[config.mk]
export PLATFORM = sky130hd
export DESIGN_NAME = sram_bus_arbiter
export DESIGN_NICKNAME = d
export VERILOG_FILES = /design/src/rtl/sram_arb_pkg.sv /design/src/rtl/sram_bus_arbiter_decode.sv /design/src/rtl/sram_bus_arbiter.sv
export SDC_FILE = /design/constraint.sdc
export NUM_CORES = 1
export LEC_CHECK = 0
export CORE_ASPECT_RATIO = 1.2
export CORE_MARGIN = 2
export CORE_UTILIZATION = 45
export CTS_BUF_LIST = sky130_fd_sc_hd__clkbuf_16
export CTS_CLUSTER_SIZE = 10
export DETAILED_ROUTE_END_ITERATION = 10
export GPL_TIMING_DRIVEN = 0
export PLACE_DENSITY = 0.86
export REMOVE_ABC_BUFFERS = 1
export SKIP_LAST_GASP = 1
export SLEW_MARGIN = 20
export SYNTH_ARGS = -nofsm -noshare
export SYNTH_HDL_FRONTEND = slang
export SYNTH_HIERARCHICAL = 1
export SYNTH_SLANG_ARGS = --single-unit
export TNS_END_PERCENT = 10
[constraint.sdc]
create_clock -name clk -period 11.2 [get_ports clk]
set_input_delay 3.36 -clock clk [delete_from_list [all_inputs] [get_ports clk]]
set_output_delay 3.36 -clock clk [all_outputs]
set_load 0.1 [all_outputs]
[src/rtl/sram_arb_pkg.sv]
// rtl/sram_arb_pkg.sv - shared types and constants for the SRAM bus arbiter
// Purpose: FSM state and master-id enums, default byte-lane count, width helper.
// Ports: none (package).
package sram_arb_pkg;

  localparam int DEF_DATA_W = 32;
  localparam int BE_W       = DEF_DATA_W / 8;

  typedef enum logic [1:0] {
    IDLE   = 2'd0,
    ACCESS = 2'd1,
    DONE   = 2'd2
  } state_e;

  typedef enum logic {
    M_INST = 1'b0,
    M_DATA = 1'b1
  } master_e;

  // Counter/index width that never collapses to zero bits.
  function automatic int clog2_min1(input int n);
    return (n > 1) ? $clog2(n) : 1;
  endfunction

endpackage

[src/rtl/sram_bus_arbiter_decode.sv]
// rtl/sram_bus_arbiter_decode.sv - combinational bank map decoder
// Purpose: maps a master byte address onto the SRAM bank window.
// Ports:
//   addr  in   ADDR_W  master byte address
//   hit   out  1       address lies inside BASE_ADDR .. BASE_ADDR + NUM_BANKS<<BANK_AW
//   idx   out  IDX_W   bank index, meaningful only when hit
module sram_addr_decode #(
  parameter int                ADDR_W    = 32,
  parameter int                NUM_BANKS = 2,
  parameter int                BANK_AW   = 22,
  parameter logic [ADDR_W-1:0] BASE_ADDR = 32'h8000_0000,
  parameter int                IDX_W     = 1
) (
  input  logic [ADDR_W-1:0] addr,
  output logic              hit,
  output logic [IDX_W-1:0]  idx
);

  // Window size evaluated in 64 bits so a map reaching the top of the
  // address space cannot wrap.
  localparam logic [63:0] MAP_SIZE = 64'(NUM_BANKS) << BANK_AW;

  logic [ADDR_W-1:0] off;

  always_comb begin
    off = addr - BASE_ADDR;
    hit = (addr >= BASE_ADDR) && (64'(off) < MAP_SIZE);
    idx = IDX_W'(off >> BANK_AW);
  end

endmodule

[src/rtl/sram_bus_arbiter.sv]
// rtl/sram_bus_arbiter.sv - IF/MEM to multi-bank SRAM req/ack arbiter
// Purpose: grants one of the fetch/data masters, runs a WAIT_CYCLES+1 cycle bank
//   access (or an immediate error completion for out-of-map addresses) and
//   returns registered read data with a one-cycle ack.
// Build option: SRAM_ARB_RR_EN selects round-robin arbitration; default is
//   fixed priority data > inst.
// Ports:
//   clk, reset                      clock, asynchronous active-high reset
//   inst_req/addr                   fetch request, held until inst_ack
//   inst_ack/rdata/err              fetch completion pulse, data, out-of-map flag
//   data_req/we/addr/wdata          data request (we=0 read), held until data_ack
//   data_ack/rdata/err              data completion pulse, data (0 after write), flag
//   bank_en                         one-hot bank chip enable
//   bank_we/be/addr/wdata           shared bank write strobe, lanes, word addr, data
//   bank_rdata                      per-bank read data, bank k at [k*DATA_W +: DATA_W]
module sram_bus_arbiter
  import sram_arb_pkg::*;
#(
  parameter int                ADDR_W      = 32,
  parameter int                DATA_W      = DEF_DATA_W,
  parameter int                NUM_BANKS   = 2,
  parameter int                BANK_AW     = 22,
  parameter logic [ADDR_W-1:0] BASE_ADDR   = 32'h8000_0000,
  parameter int                WAIT_CYCLES = 1
) (
  input  logic                        clk,
  input  logic                        reset,
  input  logic                        inst_req,
  input  logic [ADDR_W-1:0]           inst_addr,
  output logic                        inst_ack,
  output logic [DATA_W-1:0]           inst_rdata,
  output logic                        inst_err,
  input  logic                        data_req,
  input  logic [DATA_W/8-1:0]         data_we,
  input  logic [ADDR_W-1:0]           data_addr,
  input  logic [DATA_W-1:0]           data_wdata,
  output logic                        data_ack,
  output logic [DATA_W-1:0]           data_rdata,
  output logic                        data_err,
  output logic [NUM_BANKS-1:0]        bank_en,
  output logic                        bank_we,
  output logic [DATA_W/8-1:0]         bank_be,
  output logic [BANK_AW-3:0]          bank_addr,
  output logic [DATA_W-1:0]           bank_wdata,
  input  logic [NUM_BANKS*DATA_W-1:0] bank_rdata
);

  localparam int BYTES = DATA_W / 8;
  localparam int IDX_W = clog2_min1(NUM_BANKS);
  localparam int CNT_W = clog2_min1(WAIT_CYCLES + 1);
  localparam logic [CNT_W-1:0] LAST_CNT = CNT_W'(WAIT_CYCLES);

  state_e             state_q, state_d;
  logic [CNT_W-1:0]   cnt_q, cnt_d;
  master_e            gnt_q, gnt_d;
  logic [BANK_AW-3:0] waddr_q, waddr_d;
  logic [BYTES-1:0]   we_q, we_d;
  logic [DATA_W-1:0]  wdata_q, wdata_d;
  logic [IDX_W-1:0]   idx_q, idx_d;
  logic               err_q, err_d;
  logic [DATA_W-1:0]  inst_rdata_q, inst_rdata_d;
  logic [DATA_W-1:0]  data_rdata_q, data_rdata_d;

  master_e            gnt_sel;
  logic [ADDR_W-1:0]  addr_sel;
  logic [BYTES-1:0]   we_sel;
  logic [DATA_W-1:0]  wdata_sel;
  logic               dec_hit;
  logic [IDX_W-1:0]   dec_idx;
  logic [DATA_W-1:0]  rd_slice;
  logic               any_req;
  logic               access;
  logic               done;

  assign any_req = inst_req | data_req;

`ifdef SRAM_ARB_RR_EN
  // Last granted master; the other one wins a tie.
  master_e rr_q, rr_d;

  always_comb begin
    if (inst_req && data_req) begin
      gnt_sel = (rr_q == M_DATA) ? M_INST : M_DATA;
    end else begin
      gnt_sel = data_req ? M_DATA : M_INST;
    end
  end

  always_comb begin
    rr_d = rr_q;
    if (state_q == IDLE && any_req) begin
      rr_d = gnt_sel;
    end
  end

  always_ff @(posedge clk or posedge reset) begin
    if (reset) begin
      rr_q <= M_INST;
    end else begin
      rr_q <= rr_d;
    end
  end
`else
  always_comb begin
    gnt_sel = data_req ? M_DATA : M_INST;
  end
`endif

  // Fetches never write, so the inst side of the mux contributes zero lanes/data.
  always_comb begin
    addr_sel  = (gnt_sel == M_DATA) ? data_addr  : inst_addr;
    we_sel    = (gnt_sel == M_DATA) ? data_we    : '0;
    wdata_sel = (gnt_sel == M_DATA) ? data_wdata : '0;
  end

  sram_addr_decode #(
    .ADDR_W    (ADDR_W),
    .NUM_BANKS (NUM_BANKS),
    .BANK_AW   (BANK_AW),
    .BASE_ADDR (BASE_ADDR),
    .IDX_W     (IDX_W)
  ) u_decode (
    .addr (addr_sel),
    .hit  (dec_hit),
    .idx  (dec_idx)
  );

  assign rd_slice = bank_rdata[int'(idx_q)*DATA_W +: DATA_W];

  always_comb begin
    state_d      = state_q;
    cnt_d        = cnt_q;
    gnt_d        = gnt_q;
    waddr_d      = waddr_q;
    we_d         = we_q;
    wdata_d      = wdata_q;
    idx_d        = idx_q;
    err_d        = err_q;
    inst_rdata_d = inst_rdata_q;
    data_rdata_d = data_rdata_q;

    case (state_q)
      IDLE: begin
        if (any_req) begin
          gnt_d   = gnt_sel;
          waddr_d = addr_sel[BANK_AW-1:2];
          we_d    = we_sel;
          wdata_d = wdata_sel;
          idx_d   = dec_idx;
          err_d   = ~dec_hit;
          cnt_d   = '0;
          if (dec_hit) begin
            state_d = ACCESS;
          end else begin
            // A miss completes on the next cycle with zero data.
            state_d = DONE;
            if (gnt_sel == M_DATA) begin
              data_rdata_d = '0;
            end else begin
              inst_rdata_d = '0;
            end
          end
        end
      end
      ACCESS: begin
        if (cnt_q == LAST_CNT) begin
          state_d = DONE;
          if (gnt_q == M_DATA) begin
            data_rdata_d = (|we_q) ? '0 : rd_slice;
          end else begin
            inst_rdata_d = rd_slice;
          end
        end else begin
          cnt_d = cnt_q + CNT_W'(1);
        end
      end
      DONE: begin
        state_d = IDLE;
      end
      default: begin
        state_d = IDLE;
      end
    endcase
  end

  always_ff @(posedge clk or posedge reset) begin
    if (reset) begin
      state_q      <= IDLE;
      cnt_q        <= '0;
      gnt_q        <= M_INST;
      waddr_q      <= '0;
      we_q         <= '0;
      wdata_q      <= '0;
      idx_q        <= '0;
      err_q        <= 1'b0;
      inst_rdata_q <= '0;
      data_rdata_q <= '0;
    end else begin
      state_q      <= state_d;
      cnt_q        <= cnt_d;
      gnt_q        <= gnt_d;
      waddr_q      <= waddr_d;
      we_q         <= we_d;
      wdata_q      <= wdata_d;
      idx_q        <= idx_d;
      err_q        <= err_d;
      inst_rdata_q <= inst_rdata_d;
      data_rdata_q <= data_rdata_d;
    end
  end

  // Bank pins decode straight from state flops so reset drops them at once.
  assign access = (state_q == ACCESS);
  assign done   = (state_q == DONE);

  assign bank_en    = access ? (NUM_BANKS'(1) << idx_q) : '0;
  assign bank_we    = access & (|we_q);
  assign bank_be    = access ? ((|we_q) ? we_q : '1) : '0;
  assign bank_addr  = access ? waddr_q : '0;
  assign bank_wdata = access ? wdata_q : '0;

  assign inst_ack   = done & (gnt_q == M_INST);
  assign inst_err   = inst_ack & err_q;
  assign inst_rdata = inst_rdata_q;
  assign data_ack   = done & (gnt_q == M_DATA);
  assign data_err   = data_ack & err_q;
  assign data_rdata = data_rdata_q;

endmodule

==> run metrics, run 1 <==
drt drc 0; Mapped Area 0.00636 sq mm; placed insts between 900 and 1,000; Finished Layout Cells 965; Setup Buffers After CTS 0; die width 113 um; Worst-Skew Late Latency 0.41 ns; Power Density 134 mW/mm^2; Total Nets Final 948; PortBufs 290; RSZ-0062 raised after global routing false; CP max FO 38; # H-tree levels 4; min Tclk post-route 6.48 ns; crit path max-delay cell type clkdlybuf4s50_1; hold_buf cts 0; initial antenna violation count 1; worst setup margin 4.72 ns; WL/cell 18.8 um; via count 5,025; Largest delay share family, worst path buffers and inverters; GR Util All Layers 0.240; fin crit share 0.578; P&R area growth vs syn 56.4%; count of final setup violators 0; root buffer cell clkbuf_16; area of the core 0.0138 sq mm; die height 134 um; Max Fclk 154 MHz; Hold Path Class flip-flop to flip-flop; Post-DP HPWL between 10 and 15 mm; maximum root-to-sink buffer count 2; Critical path origin state_q[0]; CTS Buf Count 17; worst r2r src state_q[0]; post-layout utilization of the core 0.720; DP Worst Slack 4.41 ns; skew final 0.00887 ns; count of final max-slew check failures 0; Overflow after GRT 0; layout cells sized above 1 0.175; CP bufs+invs 2; hold wc startpoint cnt_q; first-pass GRT wire length 28.3 mm; combinational share of power 0.186; Crit path arrival time 3.12 ns; Worst IR Drop VDD 0.0823 mV; Detailed Route WL between 15 and 20 mm; clock share of power 0.420; Pint 966 uW; crit start category flip-flop; Initial DRC Count 186; NetSw 364 uW; Slew Limit Headroom 0.304; Post-Syn Area per Cell approximately 12 sq um; Worst Tran Pin Value 1.04 ns; Clock transition at path regs 0.06 ns; Hold Fails Final Rpt 0; Total Die Area 0.0151 sq mm; Reg power frac 0.394; Placer Congestion 0.778; setup TNS 0 ns; Clock Sinks 126; max cap viols 0; boundary pin count 295; CTS tree done; status finished, final reports clean; Max stage delay on crit path about 1.2 ns; vias in the first global route 5,497; Initial Util 0.460; crit-path cells nor2b_4, buf_16, and2_1, clkdlybuf4s50_1; Yosys Warn Count 6; sw frac 0.274; CP Class flip-flop to output pin; Via density roughly 5.2; largest net degree at the start of global routing 69; post_cts resized 0; cell count after synthesis slightly above 500; Leak Pwr 0.00442 uW; total iterations of the first detailed-routing run 4; CP required between 7 and 8 ns; remaining antenna violation count 0; Setup crit end kind output pin; Rows between 40 and 50
==> path summary, 6_finish.rpt <==
kind | to | slack, ns | depth (start not counted)
hold / removal | state_q[0] | 0.48 | 1
max in group asynchronous | inst_rdata[20] | 7.09 | 3
min in group asynchronous | wdata_q[29] | 3.38 | 2
hold reg to reg | state_q[0] | 0.48 | 1
setup / recovery | bank_wdata[4] | 4.72 | 4
setup reg to reg | data_rdata[31] | 8.90 | 4
==> area by class of cell <==
cell class	instances	area (sq um)
clock inverter	15	175
sequential	126	3150
inverter	2	12.5
timing repair buffer	296	3040
tap	171	214
multi-input combinational	337	2930
clock buffer	17	425
antenna	1	2.50
fill	943	3870
==> flip-flops by register name (all words and copies together) (netlist names) <==
name        cells
cnt_q           1
data_rdata     32
err_q           1
gnt_q           1
idx_q           1
inst_rdata     32
state_q         2
waddr_q        20
wdata_q        32
we_q            4
==> cell usage in the layout (no fill, tap or decap), types with 2 or more instances in the layout <==
| master | instances |
|---|---|
| clkdlybuf4s50_1 | 289 |
| dfrtp_1 | 125 |
| mux2_2 | 62 |
| and2_1 | 55 |
| nor2_1 | 44 |
| a22o_1 | 35 |
| mux2_1 | 34 |
| mux2i_1 | 33 |
| nor3_1 | 25 |
| mux2_4 | 19 |
| clkbuf_16 | 17 |
| inv_6 | 8 |
| nor3_2 | 7 |
| nand2_1 | 4 |
| clkinvlp_4 | 3 |
| buf_16 | 3 |
| bufinv_16 | 2 |
| inv_8 | 2 |
| buf_12 | 2 |
==> routing by layer <==
layer  part of all wire  track usage  routed length (um)  vias up
met5                  0            0                   0        -
met4              0.021       0.0827                 382        0
met2               0.53        0.441                9650      203
met1               0.35        0.241                6400     2479
met3              0.095        0.104                1730       20
li1                   -            -                   -     2323
==> power by group through the flow <==
stage               Sequential, uW  Combinational [uW]  Clock, uW
CTS                            524                 251        569
global placement               536                 231          0
finish                         524                 248        559
floorplan                      528                 142          0
detailed placement             529                 252          0
global route                   529                 265        590
==> through the flow <==
step	hold WS, ns	power [uW]	area [sq um]
CTS	0.487	1340	9940
detailed placement	0.481	781	9340
global placement	0.464	768	9180
floorplan	0.446	670	6060
finish	0.484	1330	9940
global route	0.512	1380	9940
Note: power is estimated with default switching activity, not from simulation.
==> run 2, diff against run 1 <==
--- a/config.mk
+++ b/config.mk
@@ -7,12 +7,12 @@
 export LEC_CHECK = 0
 export CORE_ASPECT_RATIO = 1.2
 export CORE_MARGIN = 2
-export CORE_UTILIZATION = 45
+export CORE_UTILIZATION = 42
 export CTS_BUF_LIST = sky130_fd_sc_hd__clkbuf_16
 export CTS_CLUSTER_SIZE = 10
 export DETAILED_ROUTE_END_ITERATION = 10
 export GPL_TIMING_DRIVEN = 0
-export PLACE_DENSITY = 0.86
+export PLACE_DENSITY = 0.81
 export REMOVE_ABC_BUFFERS = 1
 export SKIP_LAST_GASP = 1
 export SLEW_MARGIN = 20
==> constraint.sdc (replaced) <==
create_clock -name clk -period 6.6 [get_ports clk]
set_input_delay 1.98 -clock clk [delete_from_list [all_inputs] [get_ports clk]]
set_output_delay 1.98 -clock clk [all_outputs]
set_load 0.1 [all_outputs]
==> run metrics, run 2 (synthesis results as in run 1) <==
post_cts resized 0; Pint 1590 uW; status finished, final reports clean; clock share of power 0.403; layout cells sized above 1 0.175; crit start category flip-flop; area of the core ~0.015 sq mm; Post-DP HPWL 13.2 mm; Setup Buffers After CTS 0; RSZ-0062 raised after global routing false; count of final setup violators 0; NetSw 605 uW; Clock transition at path regs 0.06 ns; Placer Congestion 0.783; diode count 0; commonest cells after routing, fill and taps aside 289 x clkdlybuf4s50_1, 125 x dfrtp_1, 62 x mux2_2; CTS tree done; WL/cell 18.1 um; boundary pin count just under 300; die height ~140 um; Rows 49; Initial Util 0.427; CP required 4.62 ns; count of final max-slew check failures 0; CP max FO 42; Detailed Route WL between 15 and 20 mm; Via density 5.02; CTS Buf Count 17; most common cell after layout, fill and taps aside clkdlybuf4s50_1; GR Util All Layers 0.224; Initial DRC Count 167; Leak Pwr between 0.004 and 0.005 uW; Worst-Skew Late Latency 0.41 ns; P&R area growth vs syn 56.6%; CP Class flip-flop to output pin; vias in the first global route roughly 5,400; max cap viols 0; fin crit share 0.761; Worst IR Drop VDD 0.162 mV; worst setup margin between 1.5 and 2 ns; Total Nets Final 949; Setup crit end kind output pin; Slew Limit Headroom 0.293; setup TNS 0 ns; sw frac 0.275; Power Density 221 mW/mm^2; min Tclk post-route between 5 and 6 ns; root buffer cell clkbuf_16; Clock Sinks 126; Crit path arrival time just over 3 ns; hold_buf cts 0; Hold Fails Final Rpt 0; initial antenna violation count 0; remaining antenna violation count 0; Overflow after GRT 0; Hold Path Class flip-flop to flip-flop; largest net degree at the start of global routing 72; maximum root-to-sink buffer count 2; Worst Tran Pin Value 1.06 ns; combinational share of power 0.191; first-pass GRT wire length 28.0 mm; PortBufs just under 300; Fill cells 1,104; total iterations of the first detailed-routing run 4; Total Die Area 0.0161 sq mm; via count between 5,000 and 6,000; die width between 100 and 150 um; drt drc 0; Reg power frac 0.406; Power Total 2200 uW; Max Fclk 199 MHz; skew final 0.0121 ns; # H-tree levels 4; DP Worst Slack about 1.2 ns
## run 2: area by class of cell
class | instances | area, sq um | area share
flip-flops and latches | 126 | 3150 | 0.317
repair buffers | 297 | 3050 | 0.306
multi-input cells | 337 | 2930 | 0.294
clock buffers | 17 | 425 | 0.0427
well taps | 204 | 255 | 0.0256
clock inverters | 15 | 135 | 0.0136
inverters | 2 | 12.5 | 0.00126
## run 2: path summary, 6_finish.rpt
path	start	to	slack [ns]	cells after the start
worst max-delay path	state_q[0]	bank_wdata[4]	1.58	4
worst min-delay path	data_rdata[0]	data_rdata[0]	0.49	1
worst max register to register	state_q[0]	data_rdata[30]	4.29	4
worst min register to register	data_rdata[0]	data_rdata[0]	0.49	1
max in group asynchronous	reset	data_rdata[17]	3.87	3
min in group asynchronous	reset	wdata_q[13]	2.00	2
## run 2: power by group through the flow
stage / logic [uW] / registers, uW / clock network, uW
2_1_floorplan: 242 / 896 / 0
3_3_place_gp: 395 / 909 / 0
3_5_place_dp: 427 / 901 / 0
4_1_cts: 426 / 892 / 902
5_1_grt: 449 / 902 / 942
6_report: 419 / 893 / 886
## run 2: per-layer routing
metal	global-route usage	routed length, um	vias up
li1	-	-	2332
met1	0.251	6730	2449
met2	0.393	9310	212
met3	0.0791	1750	17
met4	0.0708	251	0
met5	0	0	-
## run 2: critical path: stages (launching register included)
cell             delay [ns]
dfrtp_1                0.62
nor2b_4                0.43
buf_16                 0.23
and2_1                 0.17
clkdlybuf4s50_1        1.16
## run 2: through the flow
stage	cells	utilization	cell area, sq um	hold WS, ns
after detailed placement	966	0.631	9390	0.480
after global routing	998	0.668	9950	0.501
after global placement	959	0.619	9220	0.473
after floorplan	465	-	6060	0.446
after CTS	998	0.668	9950	0.493
final	998	0.668	9950	0.487
==> run 3, diff against run 2 <==
==> constraint.sdc (replaced) <==
create_clock -name clk -period 5.07 [get_ports clk]
set_input_delay 1.521 -clock clk [delete_from_list [all_inputs] [get_ports clk]]
set_output_delay 1.521 -clock clk [all_outputs]
set_load 0.1 [all_outputs]
==> results of run 3 <==
The final DEF is identical to that of run 2. Status: finished, final reports clean.
Main changes from that run: setup slack after placement 1.23 ns -> 0.159 ns; setup slack after layout 1.58 ns -> 0.506 ns; register-to-register setup slack 4.29 ns -> 2.76 ns; total power 2200 uW -> 2860 uW; worst IR drop on VDD 0.162 mV -> 0.211 mV
